$ cat config.mk
export PLATFORM = sky130hd
export DESIGN_NAME = seg7_ascii_capture
export DESIGN_NICKNAME = d
export VERILOG_FILES = /design/src/rtl/seg7_ascii_capture.sv
export SDC_FILE = /design/constraint.sdc
export NUM_CORES = 1
export LEC_CHECK = 0
export BUFFER_PORTS_ARGS = -buffer_cell sky130_fd_sc_hd__buf_2
export CAP_MARGIN = 20
export CORE_MARGIN = 2
export CORE_UTILIZATION = 55
export DETAILED_ROUTE_END_ITERATION = 7
export PLACE_DENSITY = 0.76
export SYNTH_ARGS = -nofsm -noshare
export SYNTH_HDL_FRONTEND = slang
export SYNTH_SLANG_ARGS = --single-unit
export TNS_END_PERCENT = 5
$ cat constraint.sdc
create_clock -name clk -period 3.2 [get_ports clk]
set_input_delay 0.32 -clock clk [delete_from_list [all_inputs] [get_ports clk]]
set_output_delay 0.32 -clock clk [all_outputs]
set_load 0.05 [all_outputs]
$ cat src/rtl/seg7_ascii_capture.sv
// Decodes a debounced active-low 7-segment pattern bus to ASCII and queues it in a small FIFO.
// Optional macro DECODE_ERR_CNT_EN adds err_count, a saturating count of undecodable pushes.
module seg7_ascii_capture #(
  parameter int unsigned STABLE_CYCLES = 4,
  parameter int unsigned DEPTH         = 4
) (
  input  logic                       clk,
  input  logic                       reset_n,
  input  logic [6:0]                 seg_in,
  input  logic                       seg_valid,
  output logic [7:0]                 ascii_out,
  output logic                       unknown,
  output logic                       ascii_valid,
  input  logic                       ascii_ready,
  output logic                       overflow,
  input  logic                       clr_overflow,
  output logic [$clog2(DEPTH+1)-1:0] fifo_count
`ifdef DECODE_ERR_CNT_EN
  ,
  output logic [7:0]                 err_count
`endif
);

  localparam int unsigned CntW = $clog2(DEPTH + 1);
  localparam int unsigned PtrW = (DEPTH > 1) ? $clog2(DEPTH) : 1;
  localparam logic [7:0] StableLim = 8'(STABLE_CYCLES);

  typedef enum logic [1:0] {StIdle, StSettle, StLocked} state_e;

  // Returns {unknown, ascii}.
  function automatic logic [8:0] decode(input logic [6:0] p);
    logic [8:0] r;
    r = {1'b1, 8'h3F};
    unique case (p)
      7'h40: r = {1'b0, 8'h30};
      7'h79: r = {1'b0, 8'h31};
      7'h24: r = {1'b0, 8'h32};
      7'h30: r = {1'b0, 8'h33};
      7'h19: r = {1'b0, 8'h34};
      7'h12: r = {1'b0, 8'h35};
      7'h02: r = {1'b0, 8'h36};
      7'h78: r = {1'b0, 8'h37};
      7'h00: r = {1'b0, 8'h38};
      7'h10: r = {1'b0, 8'h39};
      7'h08: r = {1'b0, 8'h41};
      7'h03: r = {1'b0, 8'h42};
      7'h46: r = {1'b0, 8'h43};
      7'h21: r = {1'b0, 8'h44};
      7'h06: r = {1'b0, 8'h45};
      7'h0E: r = {1'b0, 8'h46};
      7'h09: r = {1'b0, 8'h48};
      7'h4F: r = {1'b0, 8'h49};
      7'h61: r = {1'b0, 8'h4A};
      7'h47: r = {1'b0, 8'h4C};
      7'h6A: r = {1'b0, 8'h4D};
      7'h2A: r = {1'b0, 8'h4E};
      7'h0C: r = {1'b0, 8'h50};
      7'h18: r = {1'b0, 8'h51};
      7'h2F: r = {1'b0, 8'h52};
      7'h07: r = {1'b0, 8'h54};
      7'h41: r = {1'b0, 8'h55};
      7'h63: r = {1'b0, 8'h56};
      7'h55: r = {1'b0, 8'h57};
      7'h11: r = {1'b0, 8'h59};
      7'h7F: r = {1'b0, 8'h20};
      default: r = {1'b1, 8'h3F};
    endcase
    return r;
  endfunction

  state_e     state_q, state_d;
  logic [6:0] cand_q, cand_d, last_q, last_d;
  logic [7:0] cnt_q, cnt_d;
  logic       emitted_q, emitted_d;
  logic       push;
  logic [8:0] entry;

  assign entry = decode(cand_q);

  always_comb begin
    state_d   = state_q;
    cand_d    = cand_q;
    cnt_d     = cnt_q;
    last_d    = last_q;
    emitted_d = emitted_q;
    push      = 1'b0;
    unique case (state_q)
      StIdle: begin
        if (seg_valid) begin
          cand_d  = seg_in;
          cnt_d   = 8'd1;
          state_d = StSettle;
        end
      end
      StSettle: begin
        if (seg_valid) begin
          if (seg_in == cand_q) begin
            cnt_d = cnt_q + 8'd1;
            if (cnt_d == StableLim) begin
              state_d   = StLocked;
              last_d    = cand_q;
              // Re-settling on the last accepted pattern (a short glitch) must not repeat it.
              push      = !emitted_q || (cand_q != last_q);
              emitted_d = 1'b1;
            end
          end else begin
            cand_d = seg_in;
            cnt_d  = 8'd1;
          end
        end
      end
      StLocked: begin
        if (seg_valid && (seg_in != cand_q)) begin
          cand_d  = seg_in;
          cnt_d   = 8'd1;
          state_d = StSettle;
        end
      end
      default: state_d = StIdle;
    endcase
  end

  always_ff @(posedge clk) begin
    if (!reset_n) begin
      state_q   <= StIdle;
      cand_q    <= 7'h7F;
      cnt_q     <= 8'd0;
      last_q    <= 7'h7F;
      emitted_q <= 1'b0;
    end else begin
      state_q   <= state_d;
      cand_q    <= cand_d;
      cnt_q     <= cnt_d;
      last_q    <= last_d;
      emitted_q <= emitted_d;
    end
  end

  logic [8:0]      mem_q [DEPTH];
  logic [PtrW-1:0] wr_ptr_q, rd_ptr_q;
  logic [CntW-1:0] count_q;
  logic            empty, full, pop, wr_en, drop, overflow_q;

  assign empty = (count_q == '0);
  assign full  = (count_q == CntW'(DEPTH));
  assign pop   = !empty && ascii_ready;
  // A pop on the same edge frees a slot for the push.
  assign wr_en = push && (!full || pop);
  assign drop  = push && full && !pop;

  always_ff @(posedge clk) begin
    if (!reset_n) begin
      wr_ptr_q   <= '0;
      rd_ptr_q   <= '0;
      count_q    <= '0;
      overflow_q <= 1'b0;
    end else begin
      if (wr_en) wr_ptr_q <= wr_ptr_q + PtrW'(1);
      if (pop)   rd_ptr_q <= rd_ptr_q + PtrW'(1);
      unique case ({wr_en, pop})
        2'b10:   count_q <= count_q + CntW'(1);
        2'b01:   count_q <= count_q - CntW'(1);
        default: count_q <= count_q;
      endcase
      overflow_q <= drop || (overflow_q && !clr_overflow);
    end
  end

  always_ff @(posedge clk) begin
    if (wr_en) mem_q[wr_ptr_q] <= entry;
  end

  assign ascii_valid = !empty;
  assign ascii_out   = empty ? 8'h00 : mem_q[rd_ptr_q][7:0];
  assign unknown     = !empty && mem_q[rd_ptr_q][8];
  assign overflow    = overflow_q;
  assign fifo_count  = count_q;

`ifdef DECODE_ERR_CNT_EN
  logic [7:0] err_q;

  // Counts every undecodable push, including ones dropped on a full FIFO.
  always_ff @(posedge clk) begin
    if (!reset_n || clr_overflow) begin
      err_q <= 8'd0;
    end else if (push && entry[8] && (err_q != 8'hFF)) begin
      err_q <= err_q + 8'd1;
    end
  end

  assign err_count = err_q;
`endif

endmodule

After elaboration in Yosys (flattened, before gate mapping)
Memories as Yosys holds them, arrays and structs flattened. A register that Yosys moved wholly into a read port is not among the register bits.
Index checks and enable logic that the tools add are counted.
{"block": "word_totals", "ff_bits": 33, "ramBits": 36, "mem_bits_ro": 1024, "input_bits": 12, "out_inout_bits": 14, "elab_cells": 82, "memories": 2}
{"block": "classes", "add_sub_neg": 5, "eq_ne": 15, "n_mux": 28, "n_reduce_logical": 23}
{"name": "(name not given)", "depth": 128, "width": 8, "read_ports": 1, "rd_ports_with_merged_regs": 1, "wr": 0, "line_no": "34", "source": "unique case (p)"}
{"name": "mem_q", "depth": 4, "width": 9, "read_ports": 1, "rd_ports_with_merged_regs": 1, "wr": 1, "line_no": "139", "source": "logic [8:0] mem_q [DEPTH];"}
{"op": "7-bit 2-to-1 mux", "count": 6}
{"op": "8-bit 2-to-1 mux", "count": 5}
{"op": "8-bit one-hot mux with 3 select lines", "count": 1}
{"op": "7-bit one-hot mux with 3 select lines", "count": 1}
{"op": "2-bit 2-to-1 mux", "count": 7}
{"op": "7-bit inequality test", "count": 2}
{"op": "2-bit inequality test, second input constant", "count": 6}
{"op": "5-bit AND reduction", "count": 2}
{"op": "8-bit by 1-bit adder with 8-bit output, second input constant", "count": 1}
{"op": "8-bit by 3-bit equality test with 1-bit output, second input constant", "count": 1}
{"op": "4-bit AND reduction", "count": 2}
{"op": "7-bit equality test", "count": 1}
{"op": "1-bit logical AND", "count": 7}
{"op": "1-bit 2-to-1 mux", "count": 6}
{"op": "2-bit one-hot mux with 3 select lines", "count": 1}
{"op": "3-bit one-hot mux with 2 select lines", "count": 1}
{"op": "1-bit zero test", "count": 5}
{"op": "2-bit by 1-bit adder with 2-bit output, second input constant", "count": 2}
{"op": "2-bit by 1-bit equality test with 1-bit output, second input constant", "count": 2}
{"op": "2-bit equality test, second input constant", "count": 2}
{"op": "3-bit by 1-bit adder with 3-bit output, second input constant", "count": 1}
{"op": "3-bit equality test, second input constant", "count": 1}
{"op": "3-bit zero test", "count": 1}
{"op": "1-bit logical OR", "count": 3}
{"op": "other kinds (4)", "count": 4}

Logic depth before layout (Yosys ltp)
Gate-level depths: netlist of run 1.
{"block": "depth", "word_depth": 9, "ltp_mapped": 15, "mapped_depth_nobuf": 12}

Least setup slack after synthesis of run 1
No wires, ideal clock.
{"block": "synth_path", "path_type": "register -> register", "startpoint": "register cand_q[0]", "endpoint": "register, netlist name entry[3]", "setup_ns": 0.122, "t_arrival_ns": 3.230, "required_time_ns": 3.078, "path_slack_ns": -0.152, "stages_incl_launch_ff": 13, "n_path_buf": 2, "period_less_slack_ns": 3.352, "path_cell_list": "dfxtp_1 -> buf_6 -> xor2_2 -> or4_4 -> o21ai_2 -> nor2_1 -> o21ai_1 -> ha_1 -> clkdlybuf4s50_2 -> a21oi_2 -> a221oi_1 -> a311oi_1 -> o32a_1"}
{"block": "synth_via", "elab_chain_len": 6, "word_cells_on_any_way": 8, "cone_classes": "eq/ne: 4; mux: 2; reduce/logical: 2"}
{"item": "from (decl)", "line_no": "72", "source": "logic [6:0] cand_q, cand_d, last_q, last_d;"}
{"item": "from (signal assigned)", "line_no": "132", "source": "cand_q <= cand_d;"}
{"item": "7-bit inequality test", "line_no": "113", "source": "if (seg_valid && (seg_in != cand_q)) begin"}
{"item": "1-bit logical AND", "line_no": "113"}
{"item": "2-bit inequality test (no line)"}
{"item": "5-bit AND reduction (no line)"}
{"item": "7-bit 2-to-1 mux (no line) * (2 in a row)"}
Mark *: on every way between the ends. The rest lies on a longest branch, timed or not.
A chain may end at the register's enable or synchronous reset.

Final worst setup path of run 1
{"block": "layout_path", "startpoint": "register cand_q[0]", "endpoint": "register, netlist name entry[0]"}
{"block": "layout_via", "elab_chain_len": 6, "word_cells_on_any_way": 8, "cone_classes": "eq/ne: 4; mux: 2; reduce/logical: 2"}
{"item": "7-bit inequality test", "line_no": "113"}
{"item": "1-bit logical AND", "line_no": "113"}
{"item": "2-bit inequality test (no line)"}
{"item": "5-bit AND reduction (no line)"}
{"item": "7-bit 2-to-1 mux (no line) * (2 in a row)"}
Marked as above.

==> Implementation_results.wiki, run 1 <==
{| class="wikitable"
! Metric !! Value
|-
| Outcome || finished, final reports clean
|-
| Largest clock skew in the final design || 0.0135 ns
|-
| Top post-synthesis cells by count || nor2_1 (46), dfxtp_1 (43), nand2_1 (41), edfxtp_1 (32), a21oi_1 (25)
|-
| Register-to-register path setup slack || 0.11 ns
|-
| Worst R2R End || entry[0]$_DFF_P_
|-
| HPWL after DPL || 7.74 mm
|-
| Gr ovfl total || 0
|-
| Post-cts repair resize count || 0
|-
| Antenna viol nets, final || 0
|-
| Count of boundary I/O pins || 26
|-
| Number of enable flip-flop cells after synthesis || 32
|-
| Drt wl/cell || 17.8 um
|-
| Count of inserted antenna diode cells || 0
|-
| Library cell with the highest instance count after synthesis || nor2_1
|-
| Number of warnings issued by yosys || 0
|-
| Max_slew headroom || 61.4%
|-
| Std cell rows || 33
|-
| Maximum operating frequency || 0.324 GHz
|-
| Avg Vias per Cell || 6.21
|-
| Number of clock sinks seen by CTS || 75
|-
| Synthesized netlist net count || 494
|-
| Distinct cell type count of the synthesized netlist || 83
|-
| Worst setup SP type || register
|-
| Top area cells in the synthesized netlist || edfxtp_1 (21%), dfxtp_1 (19%), mux4_2 (3.9%)
|-
| Total Routed Length || 10.7 mm
|-
| # port buffers || 24
|-
| Cts-stage hold buffer count || 0
|-
| Worst hold endpoint || overflow$_SDFF_PN0_
|-
| Worst hold-check path type || primary input to register
|-
| Max FO, Critical Path || 7
|-
| Portion of the clock cycle consumed by the worst path in the final layout || 96.5%
|-
| Startpoint of the lowest-slack hold path || clr_overflow
|-
| Gpl congestion || 0.991
|-
| TritonCTS clock tree || built
|-
| Initial cell density of the core || 56.7%
|-
| Min setup slack post-route || 0.111 ns
|-
| DRC Markers || 0
|-
| Worst Path Arrival || 3.32 ns
|-
| Die X-Extent || 95.8 um
|-
| Setup repair bufs after CTS || 0
|-
| Setup crit end kind || register
|-
| Cell depth of the worst hold path || 4
|-
| Share of synthesized area occupied by flip-flops and latches || 39.3%
|-
| Detailed-routing iteration count for the pre-antenna-repair pass || 5
|-
| Total of flip-flops plus latches after synthesis || 75
|-
| R2R cell count || 12
|-
| Crit Path Class || register to register
|-
| Global-route wire length before repair || 17.0 mm
|-
| Clock latency on the worst-skew pair || 0.35 ns
|-
| Fraction of final layout cells sized beyond drive strength 1 || 21.2%
|-
| Worst-case clock buffer depth || 2
|-
| Gate count of the mapped netlist || 467
|-
| Power per Cell Area || 498 nW/um^2
|-
| Dpl ws || 0.0798 ns
|-
| Area Growth Syn to Fin || 7.67%
|-
| Ordered list of cells on the worst path || xor2_2 -> or4_4 -> o21ai_4 -> nor2_1 -> o21ai_2 -> inv_1 -> ha_1 -> buf_4 -> o221ai_1 -> nor4_1 -> or3_1 -> o311ai_1
|-
| Post-layout net count || 517
|-
| Core box area || 8180 um^2
|-
| Worst-Margin Slew || 0.579 ns
|-
| Die Area || 9170 um^2
|-
| CP max stage cell || or4_4
|-
| Mapped Area || 4630 um^2
|-
| Synthesized area per cell || 9.92 um^2
|-
| CTS HTree Levels || 3
|-
| Setup Viol. Count Final || 0
|-
| CTS root buf || clkbuf_8
|-
| RSZ-0062 raised after global routing || false
|-
| Via count of the first global-routing pass || 3,430
|-
| Post-layout minimum cycle time || 3.09 ns
|-
| Area share of the largest cell type after synthesis || 20.7%
|-
| Clock slew at reported path FFs || 0.08 ns
|-
| Die Height || 95.8 um
|-
| Maximum number of pins on one net before global-route repair || 28
|-
| Count of vias placed by the detailed router || 3,723
|-
| Count of final hold-check violations || 0
|-
| Most used flip-flop cell after synthesis || dfxtp_1
|-
| Worst ir drop on vdd || 0.257 mV
|-
| Worst flop-to-flop path startpoint || cand_q[0]$_SDFFE_PN1P_
|-
| Sum Neg Setup Slack || 0 ns
|-
| Final slew viol count || 0
|-
| Static Leak || 0.00182 uW
|-
| Max-capacitance violation count || 0
|-
| Total clock buffers created by CTS || 9
|-
| Iter 0 DRT Violations || 354
|-
| Largest stage delay, worst path || 0.57 ns
|-
| Final Total Pwr || 2490 uW
|-
| Fraction of registers with async set or reset after synthesis || 0%
|-
| WP data required || 3.43 ns
|-
| GRT Util Overall || 24.2%
|-
| Initial antenna violation count || 0
|-
| Library cell with the largest summed area after synthesis || edfxtp_1
|}
cells in the final DEF, fill, tap and decap left out, types with 4 or more instances in the layout:
cell	Yosys	final
mux2i_1	12	12
buf_4	5	21
ha_1	14	13
clkbuf_8	7	10
nor2_1	46	46
a221oi_1	5	5
and3_1	6	6
o31ai_1	5	5
mux4_2	8	8
inv_1	18	18
xnor2_1	10	10
a211oi_1	10	10
a21oi_2	4	4
and2_1	16	16
dfxtp_1	43	42
buf_2	1	24
o21ai_0	21	21
a21oi_1	25	25
xor2_1	11	11
o221ai_1	5	5
edfxtp_1	32	32
nand2_1	41	41
nand3_1	9	9
a31oi_1	4	4
nor4_1	7	7
nand3b_1	4	4
through the flow:
stage | hold WS (ns) | instances | utilization, % | area (um^2)
4_1_cts | 0.256 | 600 | 61.0 | 4980
2_1_floorplan | 0.438 | 467 | - | 4640
6_report | 0.267 | 600 | 61.0 | 4990
3_3_place_gp | 0.456 | 584 | 58.4 | 4780
3_5_place_dp | 0.462 | 584 | 58.4 | 4780
5_1_grt | 0.274 | 600 | 61.0 | 4990
worst max path at each step:
stage,startpoint,end,slack (ns),cells past startpoint
2_1_floorplan,cand_q[0]$_SDFFE_PN1P_,entry[3]$_DFF_P_,0.01,12
3_3_place_gp,seg_in[1],entry[0]$_DFF_P_,0.15,12
3_5_place_dp,cand_q[0]$_SDFFE_PN1P_,entry[0]$_DFF_P_,0.08,11
4_1_cts,cand_q[0]$_SDFFE_PN1P_,entry[0]$_DFF_P_,0.03,11
5_1_grt,cand_q[0]$_SDFFE_PN1P_,entry[0]$_DFF_P_,0.001,12
6_report,cand_q[0]$_SDFFE_PN1P_,entry[0]$_DFF_P_,0.11,12
cell type report:
cell class,instances,area [um^2]
Multi-Input combinational cell,338,2460
Inverter,21,83.8
Timing Repair Buffer,45,278
Clock inverter,6,70.1
Sequential cell,75,1820
Fill cell,686,3190
Tap cell,105,131
Clock buffer,10,138
layer usage:
| layer | vias to the layer above | global-route usage, % | wire length, um |
|---|---|---|---|
| met4 | 0 | 9.76 | 321 |
| met2 | 169 | 40.1 | 5080 |
| met1 | 1761 | 31.6 | 4560 |
| met3 | 33 | 4.07 | 719 |
| met5 | - | 0 | 0 |
| li1 | 1760 | - | - |
registers in the layout, summed over array words and instances, names as in the netlist, named ones only:
signal and cells:
fifo_count 3, cand_q 7, mem_q 32, entry 8
rd_ptr_q 2, overflow 1, state_q 2, last_q 7
emitted_q 1, wr_ptr_q 2, cnt_q 8
cell families after synthesis:
kind of cell / synth area share [%]
other: 0.0809
DFF: 39.3
adders and majority gates: 4.21
and+or+nand+nor: 16.2
AOI/OAI and AO/OA: 19.7
buffers and inverters: 7.78
muxes: 8.02
xor gates and xnor gates: 4.67
worst max-delay path, delay by kind of cell (launching register included):
| kind | cells | cell delay [ns] |
|---|---|---|
| fa+ha+maj | 1 | 0.30 |
| simple gates | 4 | 1.09 |
| compound gates | 4 | 0.71 |
| buf+inv | 2 | 0.29 |
| flops | 1 | 0.38 |
| xor+xnor | 1 | 0.21 |
power breakdown:
part	internal, uW	switching, uW	total (uW)
Clock	387	364	751
Sequential	1050	54.4	1100
Combinational	211	422	633
Total	1640	841	2490
No activity file was read; power rests on OpenSTA's default activity.
==> run 2, diff against run 1 <==
--- a/config.mk
+++ b/config.mk
@@ -11,6 +11,8 @@
 export CORE_UTILIZATION = 55
 export DETAILED_ROUTE_END_ITERATION = 7
 export PLACE_DENSITY = 0.76
+export RECOVER_POWER = 50
+export SETUP_SLACK_MARGIN = 0.4
 export SYNTH_ARGS = -nofsm -noshare
 export SYNTH_HDL_FRONTEND = slang
 export SYNTH_SLANG_ARGS = --single-unit
==> run 2 against run 1 <==
  * Worst hold slack improved by 0.012 ns
  * Global-route usage decreased by 0.33 points
  * Via count increased by 2.1%
  * Routed wire length increased by 0.12%
  * Critical endpoint is now entry[3]$_DFF_P_
  * Sequential cell count unchanged
  * Die area unchanged
  * Utilization increased by 2.9 points
  * Clock skew about the same
  * Worst setup slack improved by 0.13 ns
  * Register-to-register slack improved by 0.13 ns
  * First-iteration DRC count increased by 0.85%
==> Implementation_results.wiki, run 2 (synthesis gave the netlist of run 1 again) <==
{| class="wikitable"
! Metric !! Value
|-
| Clk pwr share || 30.3% (about the same)
|-
| RSZ-0062 raised after global routing || true
|-
| Count of inserted antenna diode cells || 0 (unchanged)
|-
| TritonCTS clock tree || built
|-
| Maximum operating frequency || 0.338 GHz (+4.4%)
|-
| Gpl congestion || 0.961 (-3.0%)
|-
| Antenna viol nets, final || 0 (unchanged)
|-
| Share of the core filled with cells || 63.9% (+2.9 points)
|-
| Number of clock sinks seen by CTS || 75 (unchanged)
|-
| Sum Neg Setup Slack || 0 ns (unchanged)
|-
| Iter 0 DRT Violations || 357 (+0.85%)
|-
| Sw Pwr || 889 uW (+5.7%)
|-
| Post-route cell area || 5230 um^2 (+4.8%)
|-
| Die Area || 9170 um^2 (unchanged)
|-
| Post-layout net count || 523 (+1.2%)
|-
| Worst setup SP type || register
|-
| Std cell rows || 33 (unchanged)
|-
| Count of final hold-check violations || 0 (unchanged)
|-
| Die X-Extent || 95.8 um (unchanged)
|-
| Via count of the first global-routing pass || 3,591 (+4.7%)
|-
| CTS root buf || clkbuf_8
|-
| Max FO, Critical Path || 17 (+10)
|-
| Worst Path Arrival || 3.25 ns (-0.07 ns)
|-
| Final Total Pwr || 2540 uW (+2.4%)
|-
| Total Routed Length || 10.7 mm (+0.12%)
|-
| Worst-Margin Slew || 0.602 ns (+0.0232 ns)
|-
| Area Growth Syn to Fin || 12.8%
|-
| Initial cell density of the core || 56.7% (unchanged)
|-
| Clock slew at reported path FFs || 0.09 ns (about the same)
|-
| Largest stage delay, worst path || 0.45 ns (-0.12 ns)
|-
| Die Height || 95.8 um (unchanged)
|-
| Internal Power || 1660 uW (+0.68%)
|-
| Setup Viol. Count Final || 0 (unchanged)
|-
| HPWL after DPL || 7.22 mm (-6.8%)
|-
| Clock latency on the worst-skew pair || 0.35 ns (about the same)
|-
| Avg Vias per Cell || 6.27 (+1.1%)
|-
| Final slew viol count || 0 (unchanged)
|-
| Seq pwr share || 43.1% (-1.2 points)
|-
| Worst-case clock buffer depth || 2 (unchanged)
|-
| Drt wl/cell || 17.6 um (-0.87%)
|-
| Gr ovfl total || 0 (unchanged)
|-
| Fraction of power spent switching nets || 34.9% (+1.1 points)
|-
| Ordered list of cells on the worst path || xor2_1 -> nor4_4 -> a21oi_4 -> buf_4 -> a21oi_4 -> inv_1 -> buf_4 -> nor3_2 -> o21bai_1 -> a211oi_1 -> o32a_1
|-
| Power per Cell Area || 487 nW/um^2 (-2.3%)
|-
| Maximum number of pins on one net before global-route repair || 28 (unchanged)
|-
| GRT Util Overall || 23.9% (-0.33 points)
|-
| CTS HTree Levels || 3 (unchanged)
|-
| Crit Path Class || register to register
|-
| Max FFs per register || 32 (unchanged)
|-
| Largest clock skew in the final design || 0.0134 ns (-0.0000859 ns)
|-
| Core box area || 8180 um^2 (unchanged)
|-
| DRC Markers || 0 (unchanged)
|-
| Number of buffer and inverter stages on the critical path || 3 (+1)
|-
| Total clock buffers created by CTS || 9 (unchanged)
|-
| Global-route wire length before repair || 17.0 mm (-0.21%)
|-
| Max_slew headroom || 59.8% (-1.6 points)
|-
| Worst ir drop on vdd || 0.232 mV (-9.8%)
|-
| Static Leak || 0.00185 uW (+2.1%)
|-
| Count of vias placed by the detailed router || 3,802 (+2.1%)
|-
| Post-layout minimum cycle time || 2.96 ns (-0.131 ns)
|-
| WP data required || 3.49 ns (+0.06 ns)
|-
| CP max stage cell || inv_1
|-
| Setup crit end kind || register
|-
| Fraction of final layout cells sized beyond drive strength 1 || 25.5% (+4.3 points)
|-
| Initial antenna violation count || 0 (unchanged)
|-
| Portion of the clock cycle consumed by the worst path in the final layout || 92.4% (-4.1 points)
|-
| Commonest non-fill, non-tap cells in the layout || nor2_1 (44), nand2_1 (40), dfxtp_1 (38), edfxtp_1 (32)
|-
| Outcome || finished, final reports clean
|-
| Combinational share of power || 26.5% (+1.0 points)
|-
| Max-capacitance violation count || 0 (unchanged)
|-
| Reg with most FFs || mem_q
|-
| Worst hold-check path type || primary input to register
|-
| Placed instance area || 4740 um^2 (-0.71%)
|-
| # port buffers || 24 (unchanged)
|-
| Kind of cell with the highest combined delay on the critical path || compound AO/OA/AOI/OAI gates
|-
| Count of boundary I/O pins || 26 (unchanged)
|-
| Most common cell after layout, fill and taps aside || nor2_1
|-
| Detailed-routing iteration count for the pre-antenna-repair pass || 5 (unchanged)
|}
-- run 2: changes by cell type in the layout (fill, tap and decap cells not counted), sizes merged --
cell,before,now
clkbuf,10,15
clkinv,0,2
clkinvlp,3,1
inv,23,24
-- run 2: worst paths after layout --
kind                          startpoint  slack, ns  cells after the start                     end
hold reg to reg   emitted_q$_SDFFE_PN0P_       0.48                      2  emitted_q$_SDFFE_PN0P_
setup / recovery  cand_q[0]$_SDFFE_PN1P_       0.24                     11        entry[3]$_DFF_P_
setup reg to reg  cand_q[0]$_SDFFE_PN1P_       0.24                     11        entry[3]$_DFF_P_
hold / removal              clr_overflow       0.28                      4     overflow$_SDFF_PN0_
-- run 2: tightest hold or removal path, delay by kind of cell --
kind                   cells  cell delay (ns)
buffers and inverters      2             0.13
and+or+nand+nor            1             0.08
AOI/OAI and AO/OA          1             0.05
-- run 2: what timing repair did --
| action | 4_1_cts | 5_1_grt |
|---|---|---|
| buffers inserted | 6 | 5 |
| setup endpoints to repair | 8 | 42 |
| resized for setup | 20 | 21 |
| hold buffers | 0 | 0 |
| pin swaps | 5 | 9 |
| gates cloned | 0 | 0 |
-- run 2: final cells by class --
cell class	instances	area [um^2]
Fill cell	656	2950
Multi-Input combinational cell	338	2640
Sequential cell	75	1840
Timing Repair Buffer	51	317
Tap cell	105	131
Clock buffer	9	124
Clock inverter	7	90.1
Inverter	21	87.6
-- run 2: power by group through the flow --
stage / Combinational (uW) / Sequential, uW / Clock (uW)
floorplan: 499 / 1120 / 0
finish: 675 / 1100 / 772
CTS: 646 / 1100 / 790
global placement: 610 / 1120 / 0
detailed placement: 621 / 1120 / 0
global route: 716 / 1110 / 833
-- run 2: metal layers --
| metal | routed length (um) | part of all wire (%) | track usage (%) | up-vias |
|---|---|---|---|---|
| li1 | - | - | - | 1782 |
| met1 | 4640 | 43 | 30.1 | 1833 |
| met2 | 5080 | 48 | 39.7 | 147 |
| met3 | 635 | 5.9 | 5.09 | 40 |
| met4 | 332 | 3.1 | 10.2 | 0 |
| met5 | 0 | 0 | 0 | - |
-- run 2: metrics by stage --
| step | hold slack (ns) | std cells | worst slack [ns] |
|---|---|---|---|
| 2_1_floorplan | 0.438 | 467 | 0.397 |
| 3_3_place_gp | 0.455 | 579 | 0.150 |
| 3_5_place_dp | 0.462 | 579 | 0.124 |
| 4_1_cts | 0.268 | 601 | 0.373 |
| 5_1_grt | 0.294 | 606 | 0.151 |
| 6_report | 0.279 | 606 | 0.242 |
==> run 3, diff against run 2 <==
--- a/config.mk
+++ b/config.mk
@@ -7,10 +7,12 @@
 export LEC_CHECK = 0
 export BUFFER_PORTS_ARGS = -buffer_cell sky130_fd_sc_hd__buf_2
 export CAP_MARGIN = 20
+export CELL_PAD_IN_SITES_DETAIL_PLACEMENT = 2
+export CELL_PAD_IN_SITES_GLOBAL_PLACEMENT = 2
 export CORE_MARGIN = 2
-export CORE_UTILIZATION = 55
+export CORE_UTILIZATION = 36
 export DETAILED_ROUTE_END_ITERATION = 7
-export PLACE_DENSITY = 0.76
+export PLACE_DENSITY_LB_ADDON = 0.1
 export RECOVER_POWER = 50
 export SETUP_SLACK_MARGIN = 0.4
 export SYNTH_ARGS = -nofsm -noshare
==> run 3 against run 2 <==
  * Cell area increased by 3.2%
  * Register-to-register slack better by 0.10 ns
  * Worst setup slack better by 0.10 ns
  * Combinational power rose by 2%
  * Sequential cell count is the same
  * Utilization down 21 points
  * Sequential share of layout area decreased by 1.2 points
  * Critical path depth rose by 1
  * Largest power group unchanged
==> Implementation_results.wiki, run 3 (synthesis gave the netlist of run 1 again) <==
{| class="wikitable"
! Metric !! Value
|-
| Count of vias placed by the detailed router || 3,787 (-0.39%)
|-
| Fraction of final layout cells sized beyond drive strength 1 || 26.0% (+0.49 points)
|-
| Kind of cell with the highest combined delay on the critical path || compound AO/OA/AOI/OAI gates
|-
| Die Area || 13,800 um^2 (+50%)
|-
| Iter 0 DRT Violations || 276 (-23%)
|-
| Final slew viol count || 0 (unchanged)
|-
| Via count of the first global-routing pass || 4,088 (+14%)
|-
| Total clock buffers created by CTS || 9 (unchanged)
|-
| Max-capacitance violation count || 0 (unchanged)
|-
| Number of buffer and inverter stages on the critical path || 2 (-1)
|-
| Most common cell after layout, fill and taps aside || nor2_1
|-
| Antenna viol nets, final || 0 (unchanged)
|-
| Static Leak || 0.00190 uW (+2.8%)
|-
| Setup Viol. Count Final || 0 (unchanged)
|-
| Worst setup SP type || register
|-
| Avg Vias per Cell || 5.58 (-11%)
|-
| Post-route cell area || 5390 um^2 (+3.2%)
|-
| Area Growth Syn to Fin || 16.4%
|-
| Worst-Margin Slew || 0.606 ns (+0.00359 ns)
|-
| Setup crit end kind || register
|-
| Placed instance area || 4910 um^2 (+3.5%)
|-
| Worst ir drop on vdd || 0.196 mV (-16%)
|-
| Die Height || 117 um (+23%)
|-
| DRC Markers || 0 (unchanged)
|-
| Commonest non-fill, non-tap cells in the layout || nor2_1 (44), nand2_1 (41), dfxtp_1 (39), edfxtp_1 (32), buf_4 (31)
|-
| GRT Util Overall || 21.5% (-2.4 points)
|-
| Global-route wire length before repair || 23.2 mm (+37%)
|-
| Ordered list of cells on the worst path || xor2_4 -> or4_1 -> o21ai_4 -> nor2_2 -> o21ai_2 -> buf_6 -> inv_6 -> ha_4 -> a22o_1 -> a221oi_2 -> o221ai_1 -> o311ai_1
|-
| # port buffers || 24 (unchanged)
|-
| Clock slew at reported path FFs || 0.07 ns (-0.02 ns)
|-
| CTS HTree Levels || 3 (unchanged)
|-
| Count of final hold-check violations || 0 (unchanged)
|-
| Post-layout minimum cycle time || 2.86 ns (-0.0999 ns)
|-
| Drt wl/cell || 21.2 um (+20%)
|-
| TritonCTS clock tree || built
|-
| Max FFs per register || 32 (unchanged)
|-
| Reg with most FFs || mem_q
|-
| Initial antenna violation count || 0 (unchanged)
|-
| Max_slew headroom || 59.8% (about the same)
|-
| HPWL after DPL || 10.5 mm (+45%)
|-
| Portion of the clock cycle consumed by the worst path in the final layout || 89.3% (-3.1 points)
|-
| Gpl congestion || 0.838 (-13%)
|-
| Initial cell density of the core || 36.9% (-20 points)
|-
| Worst-case clock buffer depth || 2 (unchanged)
|-
| Outcome || finished, final reports clean
|-
| Crit Path Class || register to register
|-
| Std cell rows || 41 (+24%)
|-
| Clock latency on the worst-skew pair || 0.35 ns (about the same)
|-
| Worst Path Arrival || 3.10 ns (-0.15 ns)
|-
| CTS root buf || clkbuf_16
|-
| Core box area || 12,600 um^2 (+54%)
|-
| Number of clock sinks seen by CTS || 75 (unchanged)
|-
| Total Routed Length || 14.4 mm (+35%)
|-
| Largest clock skew in the final design || 0.00832 ns (-0.00513 ns)
|-
| Sum Neg Setup Slack || 0 ns (unchanged)
|-
| Power per Cell Area || 530 nW/um^2 (+8.9%)
|-
| Maximum number of pins on one net before global-route repair || 22 (-21%)
|-
| Detailed-routing iteration count for the pre-antenna-repair pass || 6 (+1)
|-
| WP data required || 3.44 ns (-0.05 ns)
|-
| Die X-Extent || 117 um (+23%)
|-
| Count of inserted antenna diode cells || 0 (unchanged)
|-
| Worst hold-check path type || primary input to register
|-
| CP max stage cell || or4_1
|-
| Gr ovfl total || 0 (unchanged)
|-
| Largest stage delay, worst path || 0.63 ns (+0.18 ns)
|-
| Max FO, Critical Path || 4 (-13)
|-
| Maximum operating frequency || 0.350 GHz (+3.5%)
|-
| RSZ-0062 raised after global routing || true
|-
| Count of boundary I/O pins || 26 (unchanged)
|-
| Post-layout net count || 529 (+1.1%)
|}
-- run 3: timing repair --
action | CTS | global route
hold buffers | 0 | 0
endpoints found under the setup margin | 40 | 42
resized for setup | 19 | 21
pin swaps | 5 | 13
buffers inserted | 3 | 3
-- run 3: per-layer routing --
metal | wire length (um) | vias to the layer above | global-route usage (%)
li1 | - | 1778 | -
met2 | 6990 | 65 | 35.9
met5 | 0 | - | 0
met1 | 6790 | 1928 | 29.2
met3 | 391 | 16 | 2.68
met4 | 240 | 0 | 6.85
-- run 3: metrics by stage --
stage	hold WS [ns]	setup WS, ns	instances	utilization, %	power [uW]
floorplan	0.438	0.397	467	-	1620
global placement	0.452	0.194	657	39.1	1770
detailed placement	0.471	0.139	657	39.1	1790
CTS	0.269	0.349	676	42.3	2870
global route	0.321	0.222	679	42.9	2980
finish	0.271	0.342	679	42.9	2860
-- run 3: path summary, 6_finish.rpt --
| check | startpoint | to | slack (ns) | cells past startpoint |
|---|---|---|---|---|
| worst min-delay path | clr_overflow | overflow$_SDFF_PN0_ | 0.27 | 4 |
| worst max register to register | cand_q[5]$_SDFFE_PN1P_ | entry[2]$_DFF_P_ | 0.34 | 12 |
| worst max-delay path | cand_q[5]$_SDFFE_PN1P_ | entry[2]$_DFF_P_ | 0.34 | 12 |
| worst min register to register | overflow$_SDFF_PN0_ | overflow$_SDFF_PN0_ | 0.49 | 2 |
-- run 3: worst min-delay path, stage by stage --
cell and delay (ns):
buf_2 0.10, inv_1 0.04, a21oi_1 0.05, nor2_1 0.07
-- run 3: final cells by class --
| type | instances | area [um^2] |
|---|---|---|
| Inverter | 21 | 88.8 |
| Sequential cell | 75 | 1830 |
| Fill cell | 1348 | 7170 |
| Tap cell | 172 | 215 |
| Clock inverter | 6 | 71.3 |
| Timing Repair Buffer | 57 | 362 |
| Multi-Input combinational cell | 338 | 2600 |
| Clock buffer | 10 | 229 |
-- run 3: power breakdown --
part           internal (uW)  switching [uW]
clock                    612             455
sequential              1050            57.4
combinational            230             459
